**src/rtl/burst_line_adapter_if.sv**
```systemverilog
// Bundle of the cache-side DFP port and the banked-memory port of the burst adapter.
// slave is the adapter's view; master is the requester/memory environment's view.
interface burst_line_adapter_if #(
  parameter int LINE_W = 256,
  parameter int BUS_W  = 64,
  parameter int ADDR_W = 32
);
  logic [ADDR_W-1:0] dfp_addr;
  logic              dfp_read;
  logic              dfp_write;
  logic [LINE_W-1:0] dfp_wdata;
  logic [LINE_W-1:0] dfp_rdata;
  logic              dfp_resp;

  logic [ADDR_W-1:0] bmem_addr;
  logic              bmem_read;
  logic              bmem_write;
  logic [BUS_W-1:0]  bmem_wdata;
  logic              bmem_ready;
  logic [ADDR_W-1:0] bmem_raddr;
  logic [BUS_W-1:0]  bmem_rdata;
  logic              bmem_rvalid;

  modport slave (
    input  dfp_addr, dfp_read, dfp_write, dfp_wdata,
    input  bmem_ready, bmem_raddr, bmem_rdata, bmem_rvalid,
    output dfp_rdata, dfp_resp,
    output bmem_addr, bmem_read, bmem_write, bmem_wdata
  );

  modport master (
    output dfp_addr, dfp_read, dfp_write, dfp_wdata,
    output bmem_ready, bmem_raddr, bmem_rdata, bmem_rvalid,
    input  dfp_rdata, dfp_resp,
    input  bmem_addr, bmem_read, bmem_write, bmem_wdata
  );
endinterface

```
**src/rtl/burst_line_adapter.sv**
```systemverilog
// Line-to-bus burst adapter: one request in flight, reads collect BEATS tagged beats,
// writes stream the latched line lowest word first under bmem_ready backpressure.
module burst_line_adapter #(
  parameter int LINE_W = 256,
  parameter int BUS_W  = 64,
  parameter int ADDR_W = 32
) (
  input logic                 clk,
  input logic                 rst,
  burst_line_adapter_if.slave bus
);
  localparam int BEATS = LINE_W / BUS_W;
  localparam int CNT_W = $clog2(BEATS);

  typedef enum logic [2:0] {IDLE, RD_CMD, RD_DATA, WR_BEAT, RESP} state_t;

  state_t                        state, state_nxt;
  logic [CNT_W-1:0]              cnt;
  logic [ADDR_W-1:0]             addr_q;
  logic [BEATS-1:0][BUS_W-1:0]   wline_q;
  logic [BEATS-2:0][BUS_W-1:0]   rbuf_q;
  logic [LINE_W-1:0]             rline_q;
  logic                          last_beat, beat_hit, wr_acc;

  assign last_beat = (cnt == CNT_W'(BEATS-1));
  assign beat_hit  = (state == RD_DATA) && bus.bmem_rvalid && (bus.bmem_raddr == addr_q);
  assign wr_acc    = (state == WR_BEAT) && bus.bmem_ready;

  always_ff @(posedge clk) begin
    if (rst) state <= IDLE;
    else     state <= state_nxt;
  end

  always_comb begin
    state_nxt = state;
    case (state)
      IDLE:    if (bus.dfp_read)            state_nxt = RD_CMD;
               else if (bus.dfp_write)      state_nxt = WR_BEAT;
      RD_CMD:  if (bus.bmem_ready)          state_nxt = RD_DATA;
      RD_DATA: if (beat_hit && last_beat)   state_nxt = RESP;
      WR_BEAT: if (wr_acc && last_beat)     state_nxt = RESP;
      RESP:                                 state_nxt = IDLE;
      default:                              state_nxt = IDLE;
    endcase
  end

  // Beats land in a staging buffer; the visible line only updates when the last
  // beat arrives, so dfp_rdata keeps the previous line during a read.
  always_ff @(posedge clk) begin
    if (rst) begin
      cnt     <= '0;
      addr_q  <= '0;
      wline_q <= '0;
      rbuf_q  <= '0;
      rline_q <= '0;
    end else begin
      case (state)
        IDLE: begin
          if (bus.dfp_read) begin
            addr_q <= bus.dfp_addr;
          end else if (bus.dfp_write) begin
            addr_q  <= bus.dfp_addr;
            wline_q <= bus.dfp_wdata;
            cnt     <= '0;
          end
        end
        RD_CMD: if (bus.bmem_ready) cnt <= '0;
        RD_DATA: begin
          if (beat_hit) begin
            for (int b = 0; b < BEATS-1; b++)
              if (cnt == CNT_W'(b)) rbuf_q[b] <= bus.bmem_rdata;
            if (last_beat) begin
              rline_q <= {bus.bmem_rdata, rbuf_q};
              cnt     <= '0;
            end else begin
              cnt <= cnt + 1'b1;
            end
          end
        end
        WR_BEAT: if (wr_acc) cnt <= last_beat ? '0 : cnt + 1'b1;
        default: ;
      endcase
    end
  end

  assign bus.bmem_read  = (state == RD_CMD);
  assign bus.bmem_write = (state == WR_BEAT);
  assign bus.bmem_addr  = (state == RD_CMD || state == WR_BEAT) ? addr_q : '0;
  assign bus.bmem_wdata = (state == WR_BEAT) ? wline_q[cnt] : '0;
  assign bus.dfp_resp   = (state == RESP);
  assign bus.dfp_rdata  = rline_q;
endmodule

```
**src/flat_wrapper.sv**
```systemverilog
// flat-port wrapper written by rule: the top's interface ports become plain ports
module burst_line_adapter_flat 
#(
  parameter int LINE_W = 256,
  parameter int BUS_W  = 64,
  parameter int ADDR_W = 32
)
  (clk, rst, bus_dfp_addr, bus_dfp_read, bus_dfp_write, bus_dfp_wdata, bus_bmem_ready, bus_bmem_raddr, bus_bmem_rdata, bus_bmem_rvalid, bus_dfp_rdata, bus_dfp_resp, bus_bmem_addr, bus_bmem_read, bus_bmem_write, bus_bmem_wdata);
  burst_line_adapter_if #(.LINE_W(LINE_W), .BUS_W(BUS_W), .ADDR_W(ADDR_W)) bus_i ();
  input logic clk;
  input logic rst;
  input wire logic [$bits(bus_i.dfp_addr)-1:0] bus_dfp_addr;
  input wire logic [$bits(bus_i.dfp_read)-1:0] bus_dfp_read;
  input wire logic [$bits(bus_i.dfp_write)-1:0] bus_dfp_write;
  input wire logic [$bits(bus_i.dfp_wdata)-1:0] bus_dfp_wdata;
  input wire logic [$bits(bus_i.bmem_ready)-1:0] bus_bmem_ready;
  input wire logic [$bits(bus_i.bmem_raddr)-1:0] bus_bmem_raddr;
  input wire logic [$bits(bus_i.bmem_rdata)-1:0] bus_bmem_rdata;
  input wire logic [$bits(bus_i.bmem_rvalid)-1:0] bus_bmem_rvalid;
  output wire logic [$bits(bus_i.dfp_rdata)-1:0] bus_dfp_rdata;
  output wire logic [$bits(bus_i.dfp_resp)-1:0] bus_dfp_resp;
  output wire logic [$bits(bus_i.bmem_addr)-1:0] bus_bmem_addr;
  output wire logic [$bits(bus_i.bmem_read)-1:0] bus_bmem_read;
  output wire logic [$bits(bus_i.bmem_write)-1:0] bus_bmem_write;
  output wire logic [$bits(bus_i.bmem_wdata)-1:0] bus_bmem_wdata;
  assign bus_i.dfp_addr = bus_dfp_addr;
  assign bus_i.dfp_read = bus_dfp_read;
  assign bus_i.dfp_write = bus_dfp_write;
  assign bus_i.dfp_wdata = bus_dfp_wdata;
  assign bus_i.bmem_ready = bus_bmem_ready;
  assign bus_i.bmem_raddr = bus_bmem_raddr;
  assign bus_i.bmem_rdata = bus_bmem_rdata;
  assign bus_i.bmem_rvalid = bus_bmem_rvalid;
  assign bus_dfp_rdata = bus_i.dfp_rdata;
  assign bus_dfp_resp = bus_i.dfp_resp;
  assign bus_bmem_addr = bus_i.bmem_addr;
  assign bus_bmem_read = bus_i.bmem_read;
  assign bus_bmem_write = bus_i.bmem_write;
  assign bus_bmem_wdata = bus_i.bmem_wdata;
  burst_line_adapter #(.LINE_W(LINE_W), .BUS_W(BUS_W), .ADDR_W(ADDR_W)) u_core (.clk(clk), .rst(rst), .bus(bus_i));
endmodule
```
**config.mk**
```make
export PLATFORM = sky130hd
export DESIGN_NAME = burst_line_adapter_flat
export DESIGN_NICKNAME = d
export VERILOG_FILES = /design/src/rtl/burst_line_adapter_if.sv /design/src/rtl/burst_line_adapter.sv /design/src/flat_wrapper.sv
export SDC_FILE = /design/constraint.sdc
export NUM_CORES = 2
export LEC_CHECK = 0
export ABC_AREA = 1
export CAP_MARGIN = 20
export CORE_AREA = 2 2 288 290
export CTS_CLUSTER_DIAMETER = 60
export CTS_CLUSTER_SIZE = 25
export DETAILED_ROUTE_END_ITERATION = 8
export DIE_AREA = 0 0 290 292
export GPL_TIMING_DRIVEN = 0
export PLACE_DENSITY_LB_ADDON = 0.25
export REMOVE_ABC_BUFFERS = 1
export SYNTH_ARGS = -nofsm -noshare
export SYNTH_HDL_FRONTEND = slang
export SYNTH_SLANG_ARGS = --single-unit
```
**constraint.sdc**
```tcl
create_clock -name clk -period 3.3 [get_ports clk]
set_clock_uncertainty 0.2 [all_clocks]
set_input_delay 0.33 -clock clk [delete_from_list [all_inputs] [get_ports clk]]
set_output_delay 0.33 -clock clk [all_outputs]
set_load 0.01 [all_outputs]
```
* Word level (Yosys, flattened, before mapping)
Index checks and enable logic that the tools add are counted.
** Storage, ports and cells
- Register bits after elaboration :: 741
- Input bits :: 390
- Output and inout port bits :: 355
- Logic and storage cells :: 67
** Operators by class
- $add $sub $neg :: 1
- $lt $le $gt $ge :: 1
- Equality and inequality tests :: 16
- Muxes and demuxes :: 19
- Bitwise gates (word level) :: 1
- Reductions and logical operators :: 18
** Operators with widths (count)
- binary-select mux 64 bit (select 2 bit) :: 1
- two-way mux 64 bit :: 2
- two-way mux 32 bit :: 3
- == test 32 bit :: 1
- two-way mux 3 bit :: 5
- AND reduction 3 bit :: 5
- two-way mux 2 bit :: 6
- one-hot mux 3 bit (4 select lines) :: 1
- != test 2 bit, second input constant :: 4
- one-hot mux 2 bit (4 select lines) :: 1
- == test 3 x 2 -> 1 bit, second input constant :: 2
- != test 2 x 1 -> 1 bit, second input constant :: 3
- AND reduction 6 bit :: 1
- logical AND 1 bit :: 5
- == test 2 bit, second input constant :: 2
- AND reduction 4 bit :: 1
- nonzero test 4 bit :: 1
- == test 3 x 1 -> 1 bit, second input constant :: 1
- == test 3 bit, second input constant :: 1
- logical NOT 3 bit :: 1
- less-than comparator 2 x 3 -> 1 bit, second input constant :: 1
- != test 3 bit, second input constant :: 1
- adder 2 x 1 -> 2 bit, second input constant :: 1
- == test 2 x 1 -> 1 bit, second input constant :: 1
- 5 further kinds :: 5

* Depth between registers and ports, before layout
- Depth after elaboration :: 6
- Gate-level depth with buffers :: 16
- Mapped depth without buffers :: 14

* Worst setup path before layout
OpenSTA, ideal clock, no wires.
- Path kind :: flip-flop to flip-flop
- Start :: reg u_core.cnt[0]
- End :: reg u_core.rbuf_q[131] in the netlist's numbering
- Setup time :: 113 ps
- Arrival time :: 1991 ps
- Data required time :: 2987 ps
- Setup slack :: 996 ps
- Cell stages (with the launch flop) :: 12
- Clock period less this slack :: 2304 ps
- Cell sequence :: dfxtp_1 > clkbuf_1 > inv_1 > clkbuf_1 > clkbuf_1 > clkbuf_1 > ha_1 > nand2_1 > buf_2 > buf_2 > o21ai_1 > nor2_1
** On the way
- Word-level cells in the longest chain between the ends :: 2
** RTL lines
- start: declaration :: RTL line burst_line_adapter.sv:18 : logic [CNT_W-1:0] cnt;
- start signal: assignment :: RTL line burst_line_adapter.sv:76 : cnt <= cnt + 1'b1;
- start signal: assignment :: RTL line burst_line_adapter.sv:80 : WR_BEAT: if (wr_acc) cnt <= last_beat ? '0 : cnt + 1'b1;
- == test 2 bit :: RTL line burst_line_adapter.sv:71 : if (cnt == CNT_W'(b)) rbuf_q[b] <= bus.bmem_rdata;
- AND reduction 3 bit (no source line)
- end signal: indexed assignment :: RTL line burst_line_adapter.sv:71
- end: declaration :: RTL line burst_line_adapter.sv:21 : logic [BEATS-2:0][BUS_W-1:0] rbuf_q;
No other way between the ends.
A chain may end at the register's enable or synchronous reset.

* Worst setup path in the final report
- Start :: reg u_core.state[1]
- End :: out bus_bmem_wdata[16]
** On the way
- Word-level cells in the longest chain between the ends :: 2
** RTL lines
- start: declaration :: RTL line burst_line_adapter.sv:17 : state_t state, state_nxt;
- start signal: assignment :: RTL line burst_line_adapter.sv:31 : else state <= state_nxt;
- == test 3 x 2 -> 1 bit :: RTL line burst_line_adapter.sv:89 : assign bus.bmem_wdata = (state == WR_BEAT) ? wline_q[cnt] : '0;
- two-way mux 64 bit :: RTL line burst_line_adapter.sv:89
- end: declaration :: RTL line flat_wrapper.sv:25 : output wire logic [$bits(bus_i.bmem_wdata)-1:0] bus_bmem_wdata;
No other way between the ends.

==> reports/qor.yml <==
crit_type: "register to output port"
core_mm2: 0.0816
drive_above_1_share_pct: 3.68
ant_nets: 0
num_rows: 105
whs_endpoint: "u_core.wline_q[211]"
drc: 0
critPathSlowestCell: "clkdlybuf4s50_1"
wl_per_cell_um: 15.9
syn-cell-area_mm2: 0.0301
final_nets: 5237
numPortBuffers: 744
grt_pass1_vias: 25000
setup_viol: 0
viasPerCell: 4.60
netlist_instances: 4292
finalCritPeriodShare_pct: 95.1
grt_max_degree: 203
cts_root_buffer: "clkbuf_16"
hpwlAfterDp_um: 60800
reg2reg_depth: 14
cp.arrival_ps: 2610
finish.utilization_pct: 50.1
clk_latency_ps: 640
worstPathCellList: "nand2_1 -> nor2_1 -> inv_4 -> buf_16 -> a21oi_1 -> clkdlybuf4s50_1"
synth_adder_area_share_pct: 0.166
num_vias: 27500
end_kind: "output port"
synth_warnings: 0
slew_viol_final: 0
hold_depth: 3
cts_tree: "yes"
grt_first_pass_wirelength_um: 146000
yosys.area_share.simple_pct: 16.5
ff2ff_setup_slack_ps: 240
avgSynthCellArea_um2: 7.01
drtPass1Iterations: 5
status: "finished, final reports clean"
drv_cap: 0
reg2reg_to: "u_core.rbuf_q[54]"
finalHoldViolations: 0
start_util_pct: 36.9
dpl_cell_area_mm2: 0.0382
htreeDepth: 3
boundaryPins: 745
areaGrowthSynthToFinish_pct: 35.9
dp.cells: 5834
fp.dieH_um: 292
grt.total_usage_pct: 21.7
p_per_area_mw_per_mm2: 575
synth_xor_area_share_pct: 0.204
die_area_mm2: 0.0847
synth-compound-area-share_pct: 20.5
wl_um: 95400
max_freq_mhz: 319
clk_path_buf_depth: 3
slew_headroom_pct: 40.5
hold_class: "input pin to register"
timing.rr.start: "u_core.addr_q[14]"
synth_top_family_by_area: "compound AO/OA/AOI/OAI gates"
cp.required_ps: 2770
layout_min_cycle_time_ps: 3140
clk_pin_slew_ps: 70
die_x_um: 290
antenna_found_initial: 20
ys_ff_latch: 741
yosysUniqueCellTypes: 27
worstMarginPinSlew_ps: 893
rsz0062_at_grt: "no"
layoutNonFillerInstCount: 5984
drt_iter0_markers: 1807
critPathMaxStageDelay_ps: 700
leakage_nw: 15.6
ys_seq_area_share_pct: 49.3
peakVddDrop_mv: 0.497
grt_remaining_overflow: 0
hold_path.startpoint: "bus_dfp_wdata[211]"
final_area_mm2: 0.0409
place_congestion: 0.904
cp-start-kind: "register"
cts_made_buffers: 68
cp_max_fo: 64
muxShareOfSynthArea_pct: 0
clock_sinks: 741
[how the worst max path moves through the flow]
| stage | cells past startpoint | from | endpoint |
|---|---|---|---|
| after detailed placement | 16 | bus_bmem_raddr[14] | u_core.bus.dfp_rdata[178] |
| after global routing | 5 | u_core.cnt[0] | bus_bmem_wdata[4] |
| after global placement | 4 | rst | u_core.wline_q[147] |
| after floorplan | 7 | u_core.state[1] | u_core.wline_q[0] |
| final | 6 | u_core.state[1] | bus_bmem_wdata[16] |
| after CTS | 5 | u_core.cnt[0] | bus_bmem_wdata[59] |
[metal layers]
layer  wire (um)  vias to the layer above  track usage [%]
met1       40600                    12300             26.6
met2       43500                      686             35.3
met3        8590                      142             7.53
li1            -                    14400                -
met5          74                        -                0
met4        2620                       10             7.42
[metrics by stage]
stage	hold slack [ps]	TNS, ps	total power, mW	setup WS, ps
floorplan	202	-4419370	13.2	-5970
global placement	231	-	15.1	-17790
detailed placement	235	-40360	14.8	-633
CTS	93.0	0	23.7	32.0
global route	118	0	24.7	27.4
finish	141	0	23.5	163
[worst max-delay path, delay by kind of cell, from the launching register on]
family / cells / cell delay (ps)
buffers and inverters: 3 / 970
DFF: 1 / 410
and+or+nand+nor: 2 / 300
AOI/OAI and AO/OA: 1 / 210
[timing repair]
item                                    4_1_cts  5_1_grt
hold buffers                                  0        0
endpoints found under the setup margin      142       57
setup buffers                                 4        2
gates cloned                                  3        0
gates resized for setup                       3        3
[synthesized netlist by cell type, drive strengths merged]
| cell | n | area share [%] |
|---|---|---|
| nor3 | 1 | 0.017 |
| xor2 | 2 | 0.058 |
| o22ai | 3 | 0.062 |
| a31oi | 1 | 0.021 |
| xnor2 | 5 | 0.15 |
| dfxtp | 741 | 49 |
| clkinv | 1 | 0.012 |
| nand2 | 276 | 3.5 |
| nand3 | 8 | 0.17 |
| buf | 103 | 2.1 |
| nand4 | 1 | 0.021 |
| inv | 707 | 8.8 |
| or2 | 1 | 0.021 |
| clkbuf | 192 | 2.4 |
| nor2 | 1021 | 13 |
| o21ai | 868 | 14 |
| o221a | 1 | 0.037 |
| a21oi | 356 | 5.9 |
| ha | 4 | 0.17 |
[sequential cells by signal, indices dropped and copies added (netlist names)]
signal,count
u_core.cnt,2
u_core.addr_q,32
u_core.bus.dfp_rdata,256
u_core.wline_q,256
u_core.state,3
u_core.rbuf_q,192
[kinds of logic after synthesis]
logic type,after synthesis
xor gates and xnor gates,7
buffers and inverters,1003
adders and majority gates,4
and+or+nand+nor,1308
AOI/OAI and AO/OA,1229
DFF,741
[power by group]
part / total, mW / switching (mW) / internal, mW
sequential: 10.1 / 0.399 / 9.69
clock: 8.73 / 4.20 / 4.53
combinational: 4.67 / 2.79 / 1.88
[cell usage in the layout, fill, tap and decap left out, drive strengths merged, types with 2 or more instances in the layout]
cell,netlist,layout
a21oi,356,356
buf,103,29
bufinv,0,4
clkbuf,192,72
clkdlybuf4s50,0,744
clkinv,1,25
clkinvlp,0,3
dfxtp,741,741
diode,0,17
ha,4,4
inv,707,728
nand2,276,276
nand3,8,10
nor2,1021,1021
o21ai,868,868
o22ai,3,3
xnor2,5,5
xor2,2,2
[final cells by class]
class	count	area, um2
clock buffers	72	1770
fillers	8005	40700
flip-flops and latches	741	14800
repair buffers	774	8170
multi-input cells	2550	11300
diodes	17	42.5
well taps	1070	1340
clock inverters	52	734
inverters	708	2690
(Power assumes the default switching activity.)
